==> config.mk <==
export PLATFORM = sky130hd
export DESIGN_NAME = compare_scan_controller_flat
export DESIGN_NICKNAME = d
export VERILOG_FILES = /design/src/rtl/compare_scan_controller_if.sv /design/src/rtl/compare_scan_controller.sv /design/src/flat_wrapper.sv
export SDC_FILE = /design/constraint.sdc
export NUM_CORES = 1
export LEC_CHECK = 0
export BUFFER_PORTS_ARGS = -buffer_cell sky130_fd_sc_hd__buf_2
export CAP_MARGIN = 20
export CORE_MARGIN = 2
export CORE_UTILIZATION = 39
export CTS_BUF_LIST = sky130_fd_sc_hd__clkbuf_2
export DETAILED_ROUTE_END_ITERATION = 12
export PLACE_DENSITY_LB_ADDON = 0.3
export SLEW_MARGIN = 20
export SYNTH_ARGS = -nofsm -noshare
export SYNTH_HDL_FRONTEND = slang
export SYNTH_SLANG_ARGS = --single-unit
==> constraint.sdc <==
create_clock -name clk -period 4.3 [get_ports clk]
set_input_delay 0.43 -clock clk [delete_from_list [all_inputs] [get_ports clk]]
set_output_delay 0.43 -clock clk [all_outputs]
set_load 0.02 [all_outputs]
==> src/rtl/compare_scan_controller_if.sv <==
// Bundles the scan request/result signals and the memory/comparator bus of the
// compare-scan controller into one interface.
interface compare_scan_controller_if #(
  parameter int ADDR_W = 4,
  parameter int DATA_W = 8
);
  logic              start;
  logic              mode;
  logic [DATA_W-1:0] key;
  logic [ADDR_W-1:0] baseAddr;
  logic [ADDR_W:0]   count;
  logic [ADDR_W-1:0] memAddr;
  logic [DATA_W-1:0] memData;
  logic [DATA_W-1:0] cmpA;
  logic [DATA_W-1:0] cmpB;
  logic              cmpEqual;
  logic              busy;
  logic              done;
  logic              found;
  logic [ADDR_W-1:0] foundAddr;
  logic [ADDR_W:0]   matchCount;

  // Controller side: takes scan requests, owns the memory read port and comparator operands.
  modport slave (
    input  start, mode, key, baseAddr, count, memData, cmpEqual,
    output memAddr, cmpA, cmpB, busy, done, found, foundAddr, matchCount
  );

  // Requester / memory / comparator side.
  modport master (
    output start, mode, key, baseAddr, count, memData, cmpEqual,
    input  memAddr, cmpA, cmpB, busy, done, found, foundAddr, matchCount
  );
endinterface

==> src/rtl/compare_scan_controller.sv <==
// Walks a window of data memory one address per cycle, drives the shared
// equality comparator and reports the first match or the total match count.
//
// state   | meaning
// --------+-----------------------------------------------------------
// ST_IDLE | waiting for start; results from the last scan are held
// ST_SCAN | one address per cycle, comparator result sampled each edge
// ST_DONE | one-cycle done pulse, results valid
module compare_scan_controller #(
  parameter int ADDR_W = 4,
  parameter int DATA_W = 8
) (
  input logic                 clk,
  input logic                 reset,
  compare_scan_controller_if.slave bus
);

  localparam int unsigned DEPTH = 1 << ADDR_W;
  localparam logic [ADDR_W:0] MAX_COUNT = (ADDR_W+1)'(DEPTH);
  localparam logic [ADDR_W:0] ONE_LEFT  = (ADDR_W+1)'(1);

  typedef enum logic [1:0] {
    ST_IDLE = 2'd0,
    ST_SCAN = 2'd1,
    ST_DONE = 2'd2
  } state_t;

  state_t            state_q, state_d;
  logic [DATA_W-1:0] key_q, key_d;
  logic              mode_q, mode_d;
  logic [ADDR_W-1:0] addr_q, addr_d;
  logic [ADDR_W:0]   remaining_q, remaining_d;
  logic              found_q, found_d;
  logic [ADDR_W-1:0] found_addr_q, found_addr_d;
  logic [ADDR_W:0]   match_count_q, match_count_d;

  always_ff @(posedge clk) begin
    if (reset) begin
      state_q       <= ST_IDLE;
      key_q         <= '0;
      mode_q        <= 1'b0;
      addr_q        <= '0;
      remaining_q   <= '0;
      found_q       <= 1'b0;
      found_addr_q  <= '0;
      match_count_q <= '0;
    end else begin
      state_q       <= state_d;
      key_q         <= key_d;
      mode_q        <= mode_d;
      addr_q        <= addr_d;
      remaining_q   <= remaining_d;
      found_q       <= found_d;
      found_addr_q  <= found_addr_d;
      match_count_q <= match_count_d;
    end
  end

  always_comb begin
    state_d       = state_q;
    key_d         = key_q;
    mode_d        = mode_q;
    addr_d        = addr_q;
    remaining_d   = remaining_q;
    found_d       = found_q;
    found_addr_d  = found_addr_q;
    match_count_d = match_count_q;

    case (state_q)
      ST_IDLE: begin
        if (bus.start) begin
          key_d         = bus.key;
          mode_d        = bus.mode;
          remaining_d   = bus.count;
          found_d       = 1'b0;
          found_addr_d  = '0;
          match_count_d = '0;
          if (bus.count == '0) begin
            // Empty window: memAddr is left untouched since nothing is read.
            state_d = ST_DONE;
          end else begin
            addr_d  = bus.baseAddr;
            state_d = ST_SCAN;
          end
        end
      end

      ST_SCAN: begin
        if (bus.cmpEqual) begin
          if (match_count_q != MAX_COUNT) begin
            match_count_d = match_count_q + 1'b1;
          end
          if (!found_q) begin
            found_d      = 1'b1;
            found_addr_d = addr_q;
          end
        end
        if ((remaining_q == ONE_LEFT) || (!mode_q && bus.cmpEqual)) begin
          state_d = ST_DONE;
        end else begin
          // Natural overflow of addr gives the modulo-depth wrap.
          addr_d      = addr_q + 1'b1;
          remaining_d = remaining_q - 1'b1;
        end
      end

      ST_DONE: begin
        state_d = ST_IDLE;
      end

      default: begin
        state_d = ST_IDLE;
      end
    endcase
  end

  assign bus.memAddr    = addr_q;
  assign bus.cmpA       = key_q;
  assign bus.cmpB       = bus.memData;
  assign bus.busy       = (state_q == ST_SCAN);
  assign bus.done       = (state_q == ST_DONE);
  assign bus.found      = found_q;
  assign bus.foundAddr  = found_addr_q;
  assign bus.matchCount = match_count_q;

endmodule

==> src/flat_wrapper.sv <==
// flat-port wrapper written by rule: the top's interface ports become plain ports
module compare_scan_controller_flat 
#(
  parameter int ADDR_W = 4,
  parameter int DATA_W = 8
)
  (clk, reset, bus_start, bus_mode, bus_key, bus_baseAddr, bus_count, bus_memData, bus_cmpEqual, bus_memAddr, bus_cmpA, bus_cmpB, bus_busy, bus_done, bus_found, bus_foundAddr, bus_matchCount);
  compare_scan_controller_if #(.ADDR_W(ADDR_W), .DATA_W(DATA_W)) bus_i ();
  input logic clk;
  input logic reset;
  input wire logic [$bits(bus_i.start)-1:0] bus_start;
  input wire logic [$bits(bus_i.mode)-1:0] bus_mode;
  input wire logic [$bits(bus_i.key)-1:0] bus_key;
  input wire logic [$bits(bus_i.baseAddr)-1:0] bus_baseAddr;
  input wire logic [$bits(bus_i.count)-1:0] bus_count;
  input wire logic [$bits(bus_i.memData)-1:0] bus_memData;
  input wire logic [$bits(bus_i.cmpEqual)-1:0] bus_cmpEqual;
  output wire logic [$bits(bus_i.memAddr)-1:0] bus_memAddr;
  output wire logic [$bits(bus_i.cmpA)-1:0] bus_cmpA;
  output wire logic [$bits(bus_i.cmpB)-1:0] bus_cmpB;
  output wire logic [$bits(bus_i.busy)-1:0] bus_busy;
  output wire logic [$bits(bus_i.done)-1:0] bus_done;
  output wire logic [$bits(bus_i.found)-1:0] bus_found;
  output wire logic [$bits(bus_i.foundAddr)-1:0] bus_foundAddr;
  output wire logic [$bits(bus_i.matchCount)-1:0] bus_matchCount;
  assign bus_i.start = bus_start;
  assign bus_i.mode = bus_mode;
  assign bus_i.key = bus_key;
  assign bus_i.baseAddr = bus_baseAddr;
  assign bus_i.count = bus_count;
  assign bus_i.memData = bus_memData;
  assign bus_i.cmpEqual = bus_cmpEqual;
  assign bus_memAddr = bus_i.memAddr;
  assign bus_cmpA = bus_i.cmpA;
  assign bus_cmpB = bus_i.cmpB;
  assign bus_busy = bus_i.busy;
  assign bus_done = bus_i.done;
  assign bus_found = bus_i.found;
  assign bus_foundAddr = bus_i.foundAddr;
  assign bus_matchCount = bus_i.matchCount;
  compare_scan_controller #(.ADDR_W(ADDR_W), .DATA_W(DATA_W)) u_core (.clk(clk), .reset(reset), .bus(bus_i));
endmodule
; Word level (Yosys, flattened, before mapping)
; Index checks and enable logic that the tools add are counted.
[totals]
register_bits = 30
inputBits = 30
elab_cells = 57
[classes]
add_sub_neg = 3
eq_ne = 11
muxes = 22
n_reduce_logical = 13
[ops]
columns = cell, count
row1 = 5-bit 2-to-1 mux, 5
row2 = 4-bit 2-to-1 mux, 6
row3 = 5-bit case mux with 2 select lines, 2
row4 = 4-bit case mux with 2 select lines, 2
row5 = 4-bit AND reduction, 3
row6 = 2-bit != test (second input constant), 5
row7 = 2-bit 2-to-1 mux, 3
row8 = 3-bit AND reduction, 2
row9 = 5-bit by 1-bit adder with 5-bit output (second input constant), 1
row10 = 5-bit by 1-bit equality test with 1-bit output (second input constant), 1
row11 = 5-bit logical NOT, 1
row12 = 5-bit != test (second input constant), 1
row13 = 5-bit by 1-bit subtractor with 5-bit output (second input constant), 1
row14 = 4-bit by 1-bit adder with 4-bit output (second input constant), 1
row15 = 2-bit by 1-bit != test with 1-bit output (second input constant), 2
row16 = 2-bit case mux with 2 select lines, 1
row17 = 2-bit AND reduction, 2
row18 = 2-bit by 1-bit equality test with 1-bit output (second input constant), 1
row19 = 2-bit equality test (second input constant), 1
row20 = 2-bit logical NOT, 1
row21 = 1-bit 2-to-1 mux, 2
row22 = 1-bit case mux with 2 select lines, 1
row23 = 2-bit nonzero test, 1
row24 = 1-bit logical AND, 1
row25 = other kinds (2), 2

; Longest topological paths before layout
[depth]
word_depth = 5
depth_mapped = 6
mapped_depth_nobuf = 6

; Worst setup path before layout
; OpenSTA, ideal clock, no wires.
[synth_timing]
kind = register -> register
start = register u_core.match_count_q[0] (netlist: u_core.bus.matchCount[0])
end = register u_core.match_count_q[1] (netlist: u_core.bus.matchCount[1])
t_arrival_ns = 1.592
t_required_ns = 4.237
setup_slack_ns = 2.645
stages_incl_launch_ff = 7
n_path_buf = 0
synth_period_minus_slack_ns = 1.655
cell_sequence = dfxtp_1 inv_1 ha_1 nor4bb_1 a22o_4 mux2_4 nor2_2
[synth_between]
elab_chain_len = 4
word_cells_on_any_way = 7
cone_classes = add/sub: 1 / eq/ne: 2 / mux: 3 / reduce/logical: 1
[synth_lines]
columns = element, line_no
row1 = from (decl), compare_scan_controller.sv:35  ; logic [ADDR_W:0] match_count_q, match_count_d;
row2 = from (signal assigned), compare_scan_controller.sv:55  ; match_count_q <= match_count_d;
row3 = 5-bit by 1-bit adder with 5-bit output, compare_scan_controller.sv:91  ; match_count_d = match_count_q + 1'b1;
row4 = 5-bit 2-to-1 mux, compare_scan_controller.sv:90  ; if (match_count_q != MAX_COUNT) begin
row5 = 5-bit 2-to-1 mux, compare_scan_controller.sv:89  ; if (bus.cmpEqual) begin
row6 = 5-bit case mux with 2 select lines, compare_scan_controller.sv:69  ; case (state_q)
; Several ways; a longest one is shown, not always the timed one. The select of a mux whose other input is x is not followed.
; A chain may end at the register's enable or synchronous reset.

; Worst setup path in the final report
[layout_timing]
start = register u_core.state_q[1]
end = output port bus_busy
[layout_between]
elab_chain_len = 1
[layout_lines]
columns = element, line_no
row1 = from (decl), compare_scan_controller.sv:28  ; state_t state_q, state_d;
row2 = from (signal assigned), compare_scan_controller.sv:48  ; state_q <= state_d;
row3 = 2-bit by 1-bit equality test with 1-bit output, compare_scan_controller.sv:120  ; assign bus.busy = (state_q == ST_SCAN);
row4 = to (decl), flat_wrapper.sv:21  ; output wire logic [$bits(bus_i.busy)-1:0] bus_busy;
; Every way passes these cells.

==> metrics.txt <==
Cell Pwr Density 338 nW/um^2; post-detail-place hpwl 2.47 mm; Pwr Total 0.599 mW; RSZ-0062 raised after global routing no; Design Area, Final 1770 um^2; Max Slew Vio Count 0; drt wl/cell 12.5 um; Final GP Congestion 0.795; root buffer cell clkbuf_2; Post-Syn Instances 193; Synth Cell Area 1550 um^2; CP arrival 2080 ps; Routed Antenna Nets 0; # IOs 62; Max-slew headroom 41.3%; DR pass1 iterations 4; fillcell total 404; Pleak 0.771 nW; multi-input logic area 828 um^2; worst path buffer plus inverter count 2; top area cells in the synthesized netlist dfxtp_1 39%, a21oi_1 8.4%, nand2_1 7.5%; global-route wire length before repair 5.82 mm; Port Buffers 45; # resized after CTS 0; initial antenna violation count 0; Die W 67.0 um; CTS sink cnt 30; Tightest Pin Transition 881 ps; Hold WS 267 ps; Site Rows 22; YS warnings 0; Setup TNS 0 ps; Vias/cell 5.21; largest net degree at the start of global routing 33; FMAX 0.399 GHz; Cell Area, Placed 1730 um^2; Required @ worst endpoint 3870 ps; syn_nets 228; min cycle time layout 2510 ps; Register Area 601 um^2; diode count 0; Synth area leader dfxtp_1; Top delay family on crit path simple AND/OR/NAND/NOR gates; sequential area share after synthesis 38.8%; Setup CP Type register to output port; Critical Path Sink Type output port; clk_skew 9.42 ps; Tcrit/Tclk final 58.3%; total CTS buffers 5; crit-path max cell delay 720 ps; ratio of cells with drive above 1 in the final layout 26.1%; vias in the first global route 1330; Yosys top cell area share 38.8%; CTS tree built; #FFs+latches synth 30; Synth cell types 43; Worst VDD drop 0.224 mV; Post-synth EDFFs 0; Max-cap violations 0; clk_lat worst skew 370 ps; setup bufs post-CTS 0; Die H 67.0 um; layout net count 264; ys flop type dfxtp_1; P&R area growth vs syn 14.7%; Clock Path Buffers 2; GRT Util Overall 17.0%; full die area 4480 um^2; DRC Markers 0; hold buffers post-CTS 0; total gr overflow 0; syn avg cell area 8.01 um^2; Final setup viols 0; final critical-path setup slack 1790 ps; critical path launch point type register; Setup Slack @ Placement 2110 ps; Hold Crit Class input port to register; critical-path maximum fanout 23; fraction of registers with async set/reset 0%; DR iter-0 viols 56; H-Tree Level Count 2; routed vias 1449; Core Area 3740 um^2; crit-path cells nand2b_1, inv_2, buf_2; Starting Density 41.3%; final-report hold violation count 0; CP max-delay cell nand2b_1; CTS clk-pin slew, worst paths 170 ps; Post-Route WL 3.47 mm; outcome completed
## routing by layer
metal	vias to the layer above	global-route usage (%)	wire, um
met5	-	0	0
met4	0	5.87	31
met3	7	5.07	188
met2	40	27.1	1610
met1	654	21.8	1640
li1	748	-	-
## worst reg2reg max path: stages, from the launching register on
cell and delay [ps]:
dfxtp_1 450, nand2b_1 720, inv_2 290, a22o_4 350, mux2_4 300, nor2_2 70
## stage by stage
| stage | cells | utilization, % |
|---|---|---|
| finish | 278 | 47.4 |
| global route | 278 | 47.4 |
| CTS | 278 | 47.4 |
| detailed placement | 270 | 46.3 |
| global placement | 270 | 46.3 |
| floorplan | 193 | - |
## area by class of cell
type                            count  area share [%]
Inverter                            5            1.06
Clock buffer                        5            1.41
Clock inverter                      3           0.917
Multi-Input combinational cell    142            46.7
Sequential cell                    30            33.9
Timing Repair Buffer               45            12.7
Tap cell                           48            3.39
## where the power goes
| group | switching (mW) | internal, mW |
|---|---|---|
| clock network | 0.102 | 0.0370 |
| registers | 0.0179 | 0.297 |
| logic | 0.0901 | 0.0549 |
## synth_stat cells (2+ instances only)
library cell and count:
dfxtp_1 30, nand2_1 31, clkbuf_1 6, nand3_1 10, and2_1 3, ha_1 5, o21ai_0 2, nand2b_1 4
nor2b_1 2, a21o_1 2, a31oi_1 3, buf_4 8, nor3b_1 3, o21ai_1 8, inv_1 4, a21oi_1 26
o32ai_1 2, nor3_1 5, nand3b_1 2, nor2_1 14
## cell families after synthesis
kind of cell	after synthesis	synth area share [%]
compound gates	53	21.4
simple gates	82	26.5
fa+ha+maj	5	4.05
mux	2	1.62
buf+inv	21	7.60
flops	30	38.8
## worst paths after layout
path	startpoint	endpoint	slack, ps	cells after the start
setup / recovery	u_core.state_q[1]	bus_busy	1790	3
hold / removal	bus_key[5]	u_core.bus.cmpA[5]	270	3
setup reg to reg	u_core.state_q[1]	u_core.bus.matchCount[1]	2070	5
hold reg to reg	u_core.bus.foundAddr[0]	u_core.bus.foundAddr[0]	460	2
## state kept, by name, indices dropped and copies added (netlist names)
register               flops
u_core.bus.foundAddr       4
u_core.bus.matchCount      5
u_core.remaining_q         5
u_core.bus.cmpA            8
u_core.bus.memAddr         4
u_core.state_q             2
u_core.mode_q              1
u_core.bus.found           1
## cell usage in the layout, fill, tap and decap left out, types with 3 or more instances in the layout
master    count
a21oi_1      26
nor3_1        5
clkbuf_2      5
nor2_1       14
and2_1        3
o21ai_1       8
nor3b_1       3
nand2b_1      4
nand3_1      10
a31oi_1       3
buf_2        45
dfxtp_1      30
ha_1          5
inv_1         4
nand2_1      31
Power figures use the tool's default switching activity.
